<file path="config.mk">
export PLATFORM = sky130hd
export DESIGN_NAME = seg_display_ctrl
export DESIGN_NICKNAME = d
export VERILOG_FILES = /design/src/rtl/seg_display_ctrl_pkg.sv /design/src/rtl/seg_display_ctrl_bcd_add3.sv /design/src/rtl/seg_display_ctrl.sv
export SDC_FILE = /design/constraint.sdc
export NUM_CORES = 1
export LEC_CHECK = 0
export ABC_AREA = 1
export BUFFER_PORTS_ARGS = -buffer_cell sky130_fd_sc_hd__buf_2
export CAP_MARGIN = 25
export CELL_PAD_IN_SITES_DETAIL_PLACEMENT = 1
export CELL_PAD_IN_SITES_GLOBAL_PLACEMENT = 1
export CORE_MARGIN = 2
export CORE_UTILIZATION = 35
export DETAILED_ROUTE_END_ITERATION = 7
export GPL_TIMING_DRIVEN = 0
export HOLD_SLACK_MARGIN = 0.15
export PLACE_DENSITY = 0.74
export SLEW_MARGIN = 5
export SYNTH_ARGS = -nofsm -noshare
export SYNTH_HDL_FRONTEND = slang
export SYNTH_SLANG_ARGS = --single-unit
export TNS_END_PERCENT = 1
</file>
<file path="constraint.sdc">
create_clock -name iCLK -period 1.51 [get_ports iCLK]
set_input_delay 0.0755 -clock iCLK [delete_from_list [all_inputs] [get_ports iCLK]]
set_output_delay 0.0755 -clock iCLK [all_outputs]
set_load 0.05 [all_outputs]
</file>
<file path="src/rtl/seg_display_ctrl_pkg.sv">
// Shared constants and types for the 7-segment display sequencer.
// Decoder codes, FSM state encoding and the double-dabble shift count.
package seg_display_pkg;

   localparam logic [3:0] CODE_BLANK = 4'hA;
   localparam logic [3:0] CODE_DASH  = 4'hF;

   localparam int SHIFT_CNT = 14;

   typedef enum logic [1:0] {
      IDLE   = 2'd0,
      CHECK  = 2'd1,
      SHIFT  = 2'd2,
      FORMAT = 2'd3
   } state_e;

endpackage

</file>
<file path="src/rtl/seg_display_ctrl_bcd_add3.sv">
// Double-dabble nibble correction: add 3 to any BCD nibble of 5 or more
// so that the following left shift carries correctly into the next decade.
module bcd_add3 (
   input  logic [3:0] din_i,
   output logic [3:0] dout_o
);

   assign dout_o = (din_i >= 4'd5) ? din_i + 4'd3 : din_i;

endmodule

</file>
<file path="src/rtl/seg_display_ctrl.sv">
// Signed 16-bit value to four decoder digit codes via a multi-cycle
// double-dabble engine, with leading-zero blanking, minus sign and overflow dashes.
module seg_display_ctrl
   import seg_display_pkg::*;
#(
   parameter int BLANK_LZ = 1,
   parameter int MAX_POS  = 9999,
   parameter int MIN_NEG  = -999
) (
   input  logic        iCLK,
   input  logic        iRST,
   input  logic        iSTART,
   input  logic [15:0] iVALUE,
   output logic        oBUSY,
   output logic        oDONE,
   output logic [3:0]  oDIGIT3,
   output logic [3:0]  oDIGIT2,
   output logic [3:0]  oDIGIT1,
   output logic [3:0]  oDIGIT0
);

   localparam logic signed [15:0] MAX_POS_V = 16'(MAX_POS);
   localparam logic signed [15:0] MIN_NEG_V = 16'(MIN_NEG);

   state_e              state_q, state_d;
   logic signed [15:0]  value_q, value_d;
   logic                neg_q, neg_d;
   logic                oor_q, oor_d;
   logic [15:0]         bcd_q, bcd_d;
   logic [13:0]         mag_q, mag_d;
   logic [3:0]          cnt_q, cnt_d;
   logic                busy_q, busy_d;
   logic                done_q, done_d;
   logic [15:0]         digit_q, digit_d;

   logic [15:0]         bcd_adj;
   logic [29:0]         shifted;
   logic                out_of_range;
   logic [13:0]         magnitude;
   logic [15:0]         fmt_digits;
   logic                blank3, blank2, blank1;

   genvar gi;
   generate
      for (gi = 0; gi < 4; gi++) begin : g_add3
         bcd_add3 u_add3 (
            .din_i  (bcd_q[gi*4 +: 4]),
            .dout_o (bcd_adj[gi*4 +: 4])
         );
      end
   endgenerate

   assign shifted      = {bcd_adj, mag_q} << 1;
   assign out_of_range = (value_q > MAX_POS_V) || (value_q < MIN_NEG_V);
   // Low 14 bits of the negation only depend on the low 14 input bits; in-range values fit.
   assign magnitude    = value_q[15] ? (~value_q[13:0] + 14'd1) : value_q[13:0];

   always_comb begin
      blank3     = (bcd_q[15:12] == 4'd0);
      blank2     = blank3 && (bcd_q[11:8] == 4'd0);
      blank1     = blank2 && (bcd_q[7:4] == 4'd0);
      fmt_digits = bcd_q;
      if (oor_q) begin
         fmt_digits = {4{CODE_DASH}};
      end else if (BLANK_LZ == 0) begin
         if (neg_q) fmt_digits[15:12] = CODE_DASH;
      end else begin
         if (blank3) fmt_digits[15:12] = CODE_BLANK;
         if (blank2) fmt_digits[11:8]  = CODE_BLANK;
         if (blank1) fmt_digits[7:4]   = CODE_BLANK;
         // Dash takes the lowest blanked slot, just left of the leading numeral.
         if (neg_q) begin
            if (blank1)      fmt_digits[7:4]   = CODE_DASH;
            else if (blank2) fmt_digits[11:8]  = CODE_DASH;
            else             fmt_digits[15:12] = CODE_DASH;
         end
      end
   end

   always_comb begin
      state_d = state_q;
      value_d = value_q;
      neg_d   = neg_q;
      oor_d   = oor_q;
      bcd_d   = bcd_q;
      mag_d   = mag_q;
      cnt_d   = cnt_q;
      busy_d  = busy_q;
      done_d  = 1'b0;
      digit_d = digit_q;
      case (state_q)
         IDLE: begin
            if (iSTART) begin
               value_d = iVALUE;
               busy_d  = 1'b1;
               state_d = CHECK;
            end
         end
         CHECK: begin
            neg_d   = value_q[15];
            oor_d   = out_of_range;
            mag_d   = magnitude;
            bcd_d   = 16'd0;
            cnt_d   = 4'd0;
            state_d = out_of_range ? FORMAT : SHIFT;
         end
         SHIFT: begin
            {bcd_d, mag_d} = shifted;
            cnt_d = cnt_q + 4'd1;
            if (cnt_q == 4'(SHIFT_CNT - 1)) state_d = FORMAT;
         end
         FORMAT: begin
            digit_d = fmt_digits;
            done_d  = 1'b1;
            busy_d  = 1'b0;
            state_d = IDLE;
         end
         default: state_d = IDLE;
      endcase
   end

   always_ff @(posedge iCLK) begin
      if (iRST) begin
         state_q <= IDLE;
         value_q <= '0;
         neg_q   <= 1'b0;
         oor_q   <= 1'b0;
         bcd_q   <= '0;
         mag_q   <= '0;
         cnt_q   <= '0;
         busy_q  <= 1'b0;
         done_q  <= 1'b0;
         digit_q <= {4{CODE_BLANK}};
      end else begin
         state_q <= state_d;
         value_q <= value_d;
         neg_q   <= neg_d;
         oor_q   <= oor_d;
         bcd_q   <= bcd_d;
         mag_q   <= mag_d;
         cnt_q   <= cnt_d;
         busy_q  <= busy_d;
         done_q  <= done_d;
         digit_q <= digit_d;
      end
   end

   assign oBUSY   = busy_q;
   assign oDONE   = done_q;
   assign oDIGIT3 = digit_q[15:12];
   assign oDIGIT2 = digit_q[11:8];
   assign oDIGIT1 = digit_q[7:4];
   assign oDIGIT0 = digit_q[3:0];

endmodule

</file>
==> reports/qor.csv <==
stage,metric,value,unit
status,run_status,"finished, final reports clean",
worst_setup_path,r2r-start,state_q[1],
drt,drt-initial-drc-count,89,
cells_and_area,n_antenna_cell,0,
drt,drtPass1Iterations,4,
worst_setup_path,critPathTopFamily,flip-flops,
drt,viasPerCell,4.93,
yosys,yosys_warnings,0,
floorplanning,die-area,11100,um^2
global_route,use_met1,21.1,%
global_route,grt_max_degree,12,
drt,vias,3510,
yosys,syn_avg_cell_area,7.21,um^2
global_route,grt_most_used_layer,met2,
global_route,grt_pass1_vias,3668,
timing,drv_slew,0,
global_route,antenna_found_initial,0,
timing,finalHoldViolCount,0,
timing,fmax,0.663,GHz
timing,setup_viol,0,
timing,tightestPinTransition,0.604,ns
power,ir_worst_vdd,0.649,mV
clocking,cts_sinks,72,
timing,fin_worst_skew,0.00769,ns
yosys,synth_nets,534,
yosys,synth_area,3600,um^2
yosys,synth_edf_count,0,
global_route,grt.total_usage,19.1,%
worst_setup_path,cp_slowest_cell,dfxtp_4,
global_route,met2_usage,36.5,%
global_route,gr-usage-met3,4.33,%
floorplanning,ios,37,
worst_setup_path,max_stage_delay,0.38,ns
worst_setup_path,critPathKind,flop to flop,
yosys,synthFlopType,dfxtp_1,
timing,timing.final.ws_setup,0.000692,ns
floorplanning,start_util,35.5,%
drt,ant_nets,0,
floorplanning,die_w,105,um
cells_and_area,layout_common_cells,"89 x nand2_1, 61 x dfxtp_1, 56 x a21oi_1",
worst_setup_path,crit_fanout,10,
place,dp_hpwl,7620,um
drt,remaining_drc_errors,0,
power,switchingPower,2960,uW
worst_setup_path,cp_cell_sequence,inv_4 > ha_4 > nand2_4 > inv_6 > buf_8 > o211ai_1 > a21oi_1,
power,p_clk_share,20.3,%
timing,rsz0062_at_grt,true,
timing,finalCriticalPeriod,1.51,ns
yosys,synth_cells,499,
job,cap_violations,0,
cells_and_area,final_layout_size_suffix_gt1_share,23.6,%
floorplanning,std_cell_rows,37,
drt,post_drt_wl_per_cell,14.6,um
clocking,cts_max_path_buffers,2,
clocking,cts_tree,built,
yosys,async_flop_share,0,%
power,power.internal,4050,uW
yosys,yosys_register_bits,72,
worst_setup_path,start_kind,flop,
cells_and_area,syn_to_final_growth,25.4,%
worst_setup_path,crit_path_start,state_q[1],
place,pre_cts_ws,-0.372,ns
clocking,cts-buffers-inserted,9,
power,switching_share,42.2,%
yosys,yosysTopAreaCell,dfxtp_1,
worst_setup_path,worst-path-buf-inv,3,
yosys,synth.distinct_cells,35,
min_path,hp-class,input port to flop,
global_route,overflow,0,
place,routabilityCongestion,0.800,
clocking,clkLatencyLatePin,0.34,ns
cells_and_area,final_common_cell,nand2_1,
min_path,hold_start,iSTART,
clocking,clkTransAtPathRegs,0.07,ns
timing,timing.setup.tns,0,ns
drt,routed_wl,10400,um
worst_setup_path,cp.arrival,1.77,ns
yosys,synthTopCellsByArea,"dfxtp_1 40%, nand2_1 9.4%, a21oi_1 8.1%",
global_route,grt_pass1_wl,17000,um
yosys,synth_top_area_share,40.0,%
floorplanning,die_y,105,um
timing,relSlewSlack,59.7,%
power,power_density,1550,nW/um^2
power,p_comb_share,43.2,%
floorplanning,core,10100,um^2
timing,period_share,100,%
clocking,cts.htree.levels,3,
cells_and_area,nets,606,
place,io_buffers,35,
worst_setup_path,crit_path_end_kind,flop,
power,p_leak,0.00186,uW
power,seqPwrFrac,36.5,%
clocking,cts_root_buf,clkbuf_8,
yosys,synth_seq_area_share,40.0,%
worst_setup_path,required,1.77,ns
[layer usage]
| metal | vias to the layer above | wire length (um) |
|---|---|---|
| met5 | - | 0 |
| met4 | 0 | 85 |
| met3 | 9 | 290 |
| met2 | 51 | 5530 |
| met1 | 1645 | 4490 |
| li1 | 1805 | - |
[cell families after synthesis]
kind of cell,synth area share [%]
adders and majority gates,5.56
xor gates and xnor gates,0.487
and+or+nand+nor,21.8
AOI/OAI and AO/OA,22.0
DFF,40.0
buffers and inverters,10.1
[final timing paths]
path | to | slack, ns | cells past startpoint
worst max register to register | bcd_q[12] | 0.0007 | 7
worst max-delay path | bcd_q[12] | 0.0007 | 7
worst min-delay path | oBUSY | 0.24 | 4
worst min register to register | bcd_q[0] | 0.45 | 2
[synthesized netlist by cell type (5+ instances only)]
| master | instances |
|---|---|
| a21oi_1 | 58 |
| a31oi_1 | 9 |
| buf_2 | 6 |
| clkbuf_1 | 10 |
| dfxtp_1 | 72 |
| ha_1 | 16 |
| inv_1 | 58 |
| inv_2 | 10 |
| nand2_1 | 90 |
| nand2_2 | 5 |
| nand3_1 | 25 |
| nor2_1 | 34 |
| o21ai_0 | 47 |
| o21ai_1 | 6 |
| o22ai_1 | 13 |
[area by class of cell]
type / instances / area, um^2
clock inverters: 3 / 15.0
plain buffers: 20 / 130
well taps: 136 / 170
inverters: 70 / 278
fillers: 1278 / 5620
multi-input cells: 337 / 1870
clock buffers: 13 / 169
flip-flops and latches: 72 / 1470
repair buffers: 61 / 417
[flip-flops by register name (all words and copies together), names as in the netlist]
signal	flops
bcd_q	16
oBUSY	1
oor_q	1
state_q	2
cnt_q	4
neg_q	1
value_q	16
digit_q	16
mag_q	14
oDONE	1
[power groups by stage]
stage	logic (uW)	clock network (uW)	registers (uW)
after detailed placement	2650	0	2590
after global routing	3360	1560	2610
final	3020	1420	2560
after CTS	2840	1480	2550
after global placement	2590	0	2560
after floorplan	1780	0	2740
[per-stage QoR]
stage / utilization, % / instances / total power, uW / area [um^2] / hold WS, ns
after CTS: 43.2 / 706 / 6870 / 4380 / 0.222
final: 44.5 / 712 / 7010 / 4510 / 0.244
after floorplan: - / 499 / 4510 / 3600 / 0.267
after global routing: 44.5 / 712 / 7530 / 4510 / 0.249
after detailed placement: 38.9 / 670 / 5240 / 3950 / 0.363
after global placement: 38.9 / 670 / 5160 / 3950 / 0.352
[worst min-delay path: cells and delay by family]
| family | cells | cell delay [ns] |
|---|---|---|
| AOI/OAI and AO/OA | 2 | 0.31 |
| buffers and inverters | 1 | 0.10 |
| and+or+nand+nor | 1 | 0.06 |
[repair_timing]
action | in CTS | in global routing
gates resized for setup | 19 | 45
hold endpoints to repair | 20 | 0
gates cloned | 0 | 1
pin swaps | 1 | 10
buffers inserted | 3 | 5
endpoints found under the setup margin | 64 | 56
hold buffers | 17 | 0
(Power assumes the default switching activity.)
